## src/rtl/seg_pkg.sv

```systemverilog
// Shared definitions for the seven-segment score display.
// Segment codes are active-low, bit6=g .. bit0=a.
package seg_pkg;

    typedef enum logic [1:0] {
        IDLE,
        SHIFT,
        COMMIT
    } seg_state_t;

    localparam logic [6:0] SEG_DARK = 7'h7F;
    localparam logic [6:0] SEG_DASH = 7'h3F;

    localparam logic [6:0] SEG_DIGIT [0:9] = '{
        7'h40, 7'h79, 7'h24, 7'h30, 7'h19,
        7'h12, 7'h02, 7'h78, 7'h00, 7'h18
    };

    // Shift-add-3 correction applied to a BCD nibble before each shift.
    function automatic logic [3:0] dd_adjust(input logic [3:0] n);
        return (n >= 4'd5) ? n + 4'd3 : n;
    endfunction

endpackage

```

## src/rtl/seg_digit_decode.sv

```systemverilog
// One-digit BCD to active-low segment decoder.
// Ports: bcd (digit), dark (force 7F), dash (force 3F, below dark), seg.
module seg_digit_decode
    import seg_pkg::*;
(
    input  logic [3:0] bcd,
    input  logic       dark,
    input  logic       dash,
    output logic [6:0] seg
);

    always_comb begin
        seg = SEG_DARK;
        if (dark) begin
            seg = SEG_DARK;
        end else if (dash) begin
            seg = SEG_DASH;
        end else if (bcd <= 4'd9) begin
            seg = SEG_DIGIT[bcd];
        end
    end

endmodule

```

## src/rtl/seg_score_display.sv

```systemverilog
// Multi-digit score display: sequential binary-to-BCD (shift-add-3)
// behind a load/ready handshake, driving NUM_DIGITS active-low digits.
// Ports: clock, reset_L (sync, active-low), bin_in/load/ready,
//   blank_mask, lz_suppress, blink, seg_out, overflow, busy.
// Optional macro SEG_BLINK_EN adds a BLINK_DIV-cycle blink phase.
module seg_score_display
    import seg_pkg::*;
#(
    parameter int NUM_DIGITS = 4,
    parameter int BIN_WIDTH  = 14,
    parameter int BLINK_DIV  = 25_000_000
) (
    input  logic                    clock,
    input  logic                    reset_L,
    input  logic [BIN_WIDTH-1:0]    bin_in,
    input  logic                    load,
    output logic                    ready,
    input  logic [NUM_DIGITS-1:0]   blank_mask,
    input  logic                    lz_suppress,
    input  logic                    blink,
    output logic [7*NUM_DIGITS-1:0] seg_out,
    output logic                    overflow,
    output logic                    busy
);

    localparam int SW = 4 * NUM_DIGITS;
    localparam int CW = $clog2(BIN_WIDTH + 1);

    seg_state_t state;
    seg_state_t state_next;

    logic [BIN_WIDTH-1:0] sr;
    logic [SW-1:0]        scratch;
    logic [SW-1:0]        adj;
    logic                 carry;
    logic [CW-1:0]        cnt;
    logic [SW-1:0]        disp;
    logic                 disp_valid;
    logic                 blink_off;

    always_ff @(posedge clock) begin
        if (!reset_L) begin
            state <= IDLE;
        end else begin
            state <= state_next;
        end
    end

    always_comb begin
        state_next = state;
        unique case (state)
            IDLE:    if (load) state_next = SHIFT;
            SHIFT:   if (cnt == CW'(1)) state_next = COMMIT;
            COMMIT:  state_next = IDLE;
            default: state_next = IDLE;
        endcase
    end

    always_comb begin
        ready = (state == IDLE);
        busy  = (state != IDLE);
    end

    always_comb begin
        adj = '0;
        for (int i = 0; i < NUM_DIGITS; i++) begin
            adj[4*i +: 4] = dd_adjust(scratch[4*i +: 4]);
        end
    end

    always_ff @(posedge clock) begin
        if (!reset_L) begin
            sr         <= '0;
            scratch    <= '0;
            carry      <= 1'b0;
            cnt        <= '0;
            disp       <= '0;
            disp_valid <= 1'b0;
            overflow   <= 1'b0;
        end else begin
            unique case (state)
                IDLE: begin
                    if (load) begin
                        sr      <= bin_in;
                        scratch <= '0;
                        carry   <= 1'b0;
                        cnt     <= CW'(BIN_WIDTH);
                    end
                end
                SHIFT: begin
                    // Bit leaving the top nibble means the value
                    // no longer fits in NUM_DIGITS decimal digits.
                    scratch <= {adj[SW-2:0], sr[BIN_WIDTH-1]};
                    carry   <= carry | adj[SW-1];
                    sr      <= sr << 1;
                    cnt     <= cnt - CW'(1);
                end
                COMMIT: begin
                    disp       <= scratch;
                    overflow   <= carry;
                    disp_valid <= 1'b1;
                end
                default: ;
            endcase
        end
    end

`ifdef SEG_BLINK_EN
    localparam int BKW = (BLINK_DIV > 1) ? $clog2(BLINK_DIV) : 1;

    logic [BKW-1:0] bcnt;
    logic           phase;

    always_ff @(posedge clock) begin
        if (!reset_L) begin
            bcnt  <= '0;
            phase <= 1'b0;
        end else if (bcnt == BKW'(BLINK_DIV - 1)) begin
            bcnt  <= '0;
            phase <= ~phase;
        end else begin
            bcnt <= bcnt + BKW'(1);
        end
    end

    assign blink_off = blink & phase;
`else
    logic unused_blink;
    assign unused_blink = blink ^ (BLINK_DIV == 0);
    assign blink_off    = 1'b0;
`endif

    // lead[i]: digits i and above are all zero.
    logic [NUM_DIGITS:0]   lead;
    logic [NUM_DIGITS-1:0] lz_dark;

    always_comb begin
        lead             = '0;
        lead[NUM_DIGITS] = 1'b1;
        for (int i = NUM_DIGITS - 1; i >= 0; i--) begin
            lead[i] = lead[i+1] && (disp[4*i +: 4] == 4'd0);
        end
        lz_dark = '0;
        for (int i = 1; i < NUM_DIGITS; i++) begin
            lz_dark[i] = lz_suppress && lead[i];
        end
    end

    for (genvar g = 0; g < NUM_DIGITS; g++) begin : g_digit
        logic dark;
        assign dark = !disp_valid || blink_off || blank_mask[g]
                   || (!overflow && lz_dark[g]);
        seg_digit_decode u_dec (
            .bcd  (disp[4*g +: 4]),
            .dark (dark),
            .dash (overflow),
            .seg  (seg_out[7*g +: 7])
        );
    end

endmodule

```

## config.mk

```make
export PLATFORM = sky130hd
export DESIGN_NAME = seg_score_display
export DESIGN_NICKNAME = d
export VERILOG_FILES = /design/src/rtl/seg_pkg.sv /design/src/rtl/seg_digit_decode.sv /design/src/rtl/seg_score_display.sv
export SDC_FILE = /design/constraint.sdc
export NUM_CORES = 1
export LEC_CHECK = 0
export ABC_AREA = 0
export CAP_MARGIN = 40
export CORE_UTILIZATION = 55
export CTS_CLUSTER_DIAMETER = 30
export DETAILED_ROUTE_END_ITERATION = 10
export PLACE_DENSITY_LB_ADDON = 0.15
export SYNTH_ARGS = -nofsm -noshare
export SYNTH_HDL_FRONTEND = slang
export SYNTH_SLANG_ARGS = --single-unit
```

## constraint.sdc

```tcl
create_clock -name clock -period 4.7 [get_ports clock]
set_input_delay 1.41 -clock clock [delete_from_list [all_inputs] [get_ports clock]]
set_output_delay 1.41 -clock clock [all_outputs]
set_load 0.02 [all_outputs]
```

# Yosys cells after proc, flatten, opt, wreduce, memory -nomap -nowiden

Memories as Yosys holds them, arrays and structs flattened.
Index checks and enable logic that the tools add are counted.

Bitwise gates (word level): 5
$lt $le $gt $ge: 12
Equality and inequality tests: 5
Multiplexer cells: 35
Reduce and logical (&&, ||, !) cells: 25
Shift-type cells: 0
$add $sub $neg: 5
Div/mod/pow operators: 0
$mul: 0

Operators with widths:

| kind                | count |
|---|---|
| $mux 7              | 20 |
| $pmux 16 s2         | 1 |
| $pmux 14 s2         | 1 |
| $ge 5x5->1 const B  | 4 |
| $mux 4              | 5 |
| $not 4->5           | 4 |
| $add 4x2->4 const B | 4 |
| $ge 4x3->1 const B  | 4 |
| $le 4x4->1 const B  | 4 |
| $mux 16             | 1 |
| $mux 14             | 1 |
| $logic_not 4->1     | 3 |
| $logic_and 1x1->1   | 8 |
| $pmux 4 s2          | 1 |
| $logic_or 1x1->1    | 7 |
| $eq 4x1->1 const B  | 1 |
| $mux 2              | 2 |
| $ne 2x2->1 const B  | 2 |
| $pmux 2 s2          | 1 |
| $reduce_and 2->1    | 2 |
| $reduce_bool 2->1   | 2 |
| $sub 4x1->4 const B | 1 |
| $eq 2x1->1 const B  | 1 |
| $eq 2x2->1 const B  | 1 |
| 5 further kinds     | 6 |

Word-level logic and storage cells: 99
Memories: 4
Bits in latches: 0
RAM bits: 0
Output and inout port bits: 31
Memory bits (read-only): 448
Bits in registers: 55

Memory list:

| memory           | words | width | read ports | clocked after Yosys merged registers in | write ports | RTL line               | source |
|---|---|---|---|---|---|---|---|
| (name not given) | 16    | 7     | 1          | 0                                       | 0           | seg_digit_decode.sv:19 | `seg = SEG_DIGIT[bcd];` |
| (name not given) | 16    | 7     | 1          | 0                                       | 0           | seg_digit_decode.sv:19 |  |
| (name not given) | 16    | 7     | 1          | 0                                       | 0           | seg_digit_decode.sv:19 |  |
| (name not given) | 16    | 7     | 1          | 0                                       | 0           | seg_digit_decode.sv:19 |  |

# Depth between registers and ports, before layout

Depth in word-level cells: 7
Gate-level depth with buffers: 7
Mapped depth without buffers: 6

# Modules after synthesis

A second synthesis with hierarchy kept.

Cell total of the unflattened synthesis: 459
Area total of the unflattened synthesis: 3,711.1 µm²

By module, submodules not included:

| module            | cells each | area each (µm²) | instances |
|---|---|---|---|
| seg_score_display | 315        | 2,665.1         | 1 |
| seg_digit_decode  | 36         | 261.5           | 4 |

# Worst setup path before layout

OpenSTA, ideal clock, no wires.

Path kind: input -> output
From: input port lz_suppress
To: output port seg_out[12]
Buffers on the path: 0
Data required time: 3,290 ps
Arrival time: 2,402 ps
Stages: 4
Path slack: 888 ps
Cells stage by stage: and4b_1 -> and4_4 -> nor4b_4 -> o21ai_0

Cells in the longest elaborated chain, start to end: 4

RTL lines:

| what              | RTL line                 | source |
|---|---|---|
| from (decl)       | seg_score_display.sv:19  | `input logic lz_suppress,` |
| $logic_and 1x1->1 | seg_score_display.sv:145 | `lz_dark[i] = lz_suppress && lead[i];` |
| $logic_and 1x1->1 | seg_score_display.sv:152 | `\|\| (!overflow && lz_dark[g]);` |
| $logic_or 1x1->1  | seg_score_display.sv:152 |  |
| $mux 7            | seg_digit_decode.sv:14   | `if (dark) begin` |
| to (decl)         | seg_score_display.sv:21  | `output logic [7*NUM_DIGITS-1:0] seg_out,` |

No other way between the ends.

# Worst setup path in the final report

From: input port lz_suppress
To: output port seg_out[18]

The elaborated chain is that of the path after synthesis.

==> results.tsv <==
stage	metric	value	unit
status	status	complete, no violations	
routing	via_per_inst	5.56	
routing	detail-route-antenna-nets	0	
routing	via_count	3136	
setup_path	path_max_fanout	6	
setup_path	critical_path_class	input port to output port	
grt	grt_max_degree	29	
final_layout	nets	541	
synth	synth_cell_types	45	
clocking	cts_tree	done	
floorplanning	io_pins	54	
place	placed_cells	554	
synth	synth.most_common_cell	nand2_1	
grt	antenna_found_initial	0	
timing	fin_tns_setup	0	ps
floorplanning	die_h	80.7	um
place	port_buffers	52	
synth	synth.top_cell.area_share	32.3	%
clocking	root_buffer	clkbuf_8	
power_and_ir_drop	p_leak	1.44	nW
grt	grt.overflow.total	0	
timing	relSlewSlack	52.2	%
clocking	clk_latency	310	ps
routing	wl	7140	um
setup_path	start_kind	input port	
synth	ys_seq_area_share	32.3	%
timing	drv_slew	0	
place	place_congestion	0.859	
setup_path	crit_required	3290	ps
synth	syn-num-nets	503	
synth	avgSynthCellArea	7.57	um2
final_layout	syn2layout_area_growth	19.0	%
setup_path	cp_cell_sequence	clkdlybuf4s50_1 > and4b_1 > a21oi_1 > and3_1 > o211ai_1 > clkdlybuf4s50_1	
grt	grt_pass1_wl	12400	um
clocking	postCtsHoldBufs	0	
power_and_ir_drop	power_density	227	nW/um2
routing	first_pass_iters	4	
clocking	clk_path_buf_depth	2	
timing	hold_viol_final	0	
place	dp_hpwl	5230	um
setup_path	cpMaxStageDelayCell	clkdlybuf4s50_1	
setup_path	crit_arrival	3190	ps
floorplanning	die_x	80.7	um
setup_path	critPathCaptureType	output port	
final_layout	fin_cells	564	
synth	synthTopCellsByArea	dfxtp_1, ha_1, nand2_1, a21oi_1, o21ai_0	
worst_hold_path	min-delay-start	carry	
clocking	clk_pin_slew	100	ps
floorplanning	core-area	5960	um2
clocking	htree_levels	2	
clocking	cts_sinks	55	
floorplanning	dieArea	6510	um2
setup_path	reg2reg_from	state[1]	
grt	grt_pass1_vias	2855	
timing	rsz0062_at_grt	no	
synth	ys_ff_latch	55	
synth	synth_area_leader_cell	dfxtp_1	
timing	setup_viol	0	
flow_run	max-cap-violations	0	
setup_path	cp_common_cell	clkdlybuf4s50_1	
final_layout	drive_above_1_share	5.32	%
routing	drc	0	
setup_path	worstSetupStartpoint	lz_suppress	
setup_path	cp_slowest_stage_delay	630	ps
synth	syn_inst	450	
synth	synth-edff-count	0	
routing	wl_per_cell	12.7	um
synth	synthesis.area	3400	um2
synth	ys.flop_type	dfxtp_1	
setup_path	cp.buffers_inverters	2	
synth	synth-async-reset-ratio	0	%
grt	grt_usage	23.9	%
timing	fin_crit_sh	98.0	%
timing	clock-skew-final	11.5	ps
synth	synth_commonest_cells	nand2_1, dfxtp_1, a21oi_1	
power_and_ir_drop	max-vdd-ir-drop	213	uV
synth	synth-warning-count	0	
timing	fin_hold_ws	484	ps
timing	clock.fmax	217	MHz
clocking	cts-buffers-inserted	5	
floorplanning	row_count	28	
worst_hold_path	hp-class	flip-flop to flip-flop	
timing	min_period	4600	ps
floorplanning	start_util	57.2	%
timing	worst_pin_slew	709	ps
final_layout	diodes	0	
routing	drt_iter0_drc	147	
setup_path	crit_family	buffers and inverters	
-- worst min-delay path: cells and delay by family, from the launching register on --
| family | cells | cell delay (ps) |
|---|---|---|
| flip-flops | 1 | 340 |
| AO/OA/AOI/OAI | 1 | 50 |
| AND/OR/NAND/NOR | 1 | 60 |
-- metal layers --
metal / GRT usage (%) / vias up / wire length (um)
li1: - / 1622 / -
met1: 28.2 / 1454 / 3320
met2: 44.3 / 50 / 3530
met3: 2.84 / 10 / 191
met4: 7.86 / 0 / 97
met5: 0 / - / 0
-- final timing paths --
check | slack (ps) | depth (start not counted) | to
worst max register to register | 2460 | 4 | disp[11]
worst min-delay path | 480 | 2 | overflow
worst max-delay path | 100 | 6 | seg_out[18]
worst min register to register | 480 | 2 | overflow
-- per-stage QoR --
step | worst slack, ps | total power [mW] | instance area, um2 | util, %
floorplan | 888 | 0.578 | 3400 | -
global placement | -4.43 | 0.614 | 3920 | 65.8
detailed placement | -17.3 | 0.617 | 3920 | 65.8
CTS | 27.4 | 0.926 | 4030 | 67.6
global route | 0.325 | 0.958 | 4050 | 68.0
finish | 95.2 | 0.920 | 4050 | 68.0
-- state kept, by name, summed over array words and instances, names as in the netlist --
name	cells
carry	1
cnt	4
disp	16
disp_valid	1
overflow	1
scratch	16
sr	14
state	2
-- power by group --
part | leakage [nW] | switching [mW] | internal (mW)
Clock | 0.0581 | 0.155 | 0.159
Sequential | 0.448 | 0.0159 | 0.484
Combinational | 0.931 | 0.0568 | 0.0493
Total | 1.44 | 0.228 | 0.693
-- final cells by class --
cell class,count,area [um2]
flip-flops and latches,55,1100
clock inverters,3,43.8
repair buffers,57,563
fillers,524,1900
clock buffers,5,68.8
well taps,75,93.8
inverters,27,101
multi-input cells,342,2080
-- logic make-up (layout without fill, tap and decap cells) --
kind of cell               after synthesis  in the layout  synth area share, %
buffers and inverters                   53             92                 6.58
muxes                                    5              5                 1.62
DFF                                     55             55                 32.3
AOI/OAI and AO/OA                      138            138                 23.8
and+or+nand+nor                        160            160                 22.3
adders and majority gates               30             30                 11.0
xor gates and xnor gates                 9              9                 2.32
-- layout by cell type (no fill, tap or decap), types with 2 or more instances in the layout --
cell type / n
dlymetal6s2s_1: 4
o21a_1: 2
ha_1: 30
o21ai_0: 46
buf_4: 5
clkbuf_8: 5
nor2_1: 41
inv_2: 2
a21oi_1: 53
xnor2_1: 5
nand2b_1: 16
nor2b_1: 3
nand3_1: 4
dfxtp_1: 55
dlygate4sd2_1: 4
xor2_1: 4
nor4b_4: 2
nor3_1: 7
inv_1: 25
o221ai_1: 12
o211ai_1: 4
o31ai_1: 4
and2_1: 2
mux2_2: 4
clkdlybuf4s50_1: 44
nand2_1: 76
a211oi_1: 9
-- timing repair --
| item | CTS | global route |
|---|---|---|
| buffers inserted | 0 | 2 |
| pin swaps | 0 | 1 |
| resized for setup | 4 | 4 |
| setup endpoints to repair | 4 | 5 |
(Power assumes the default switching activity.)
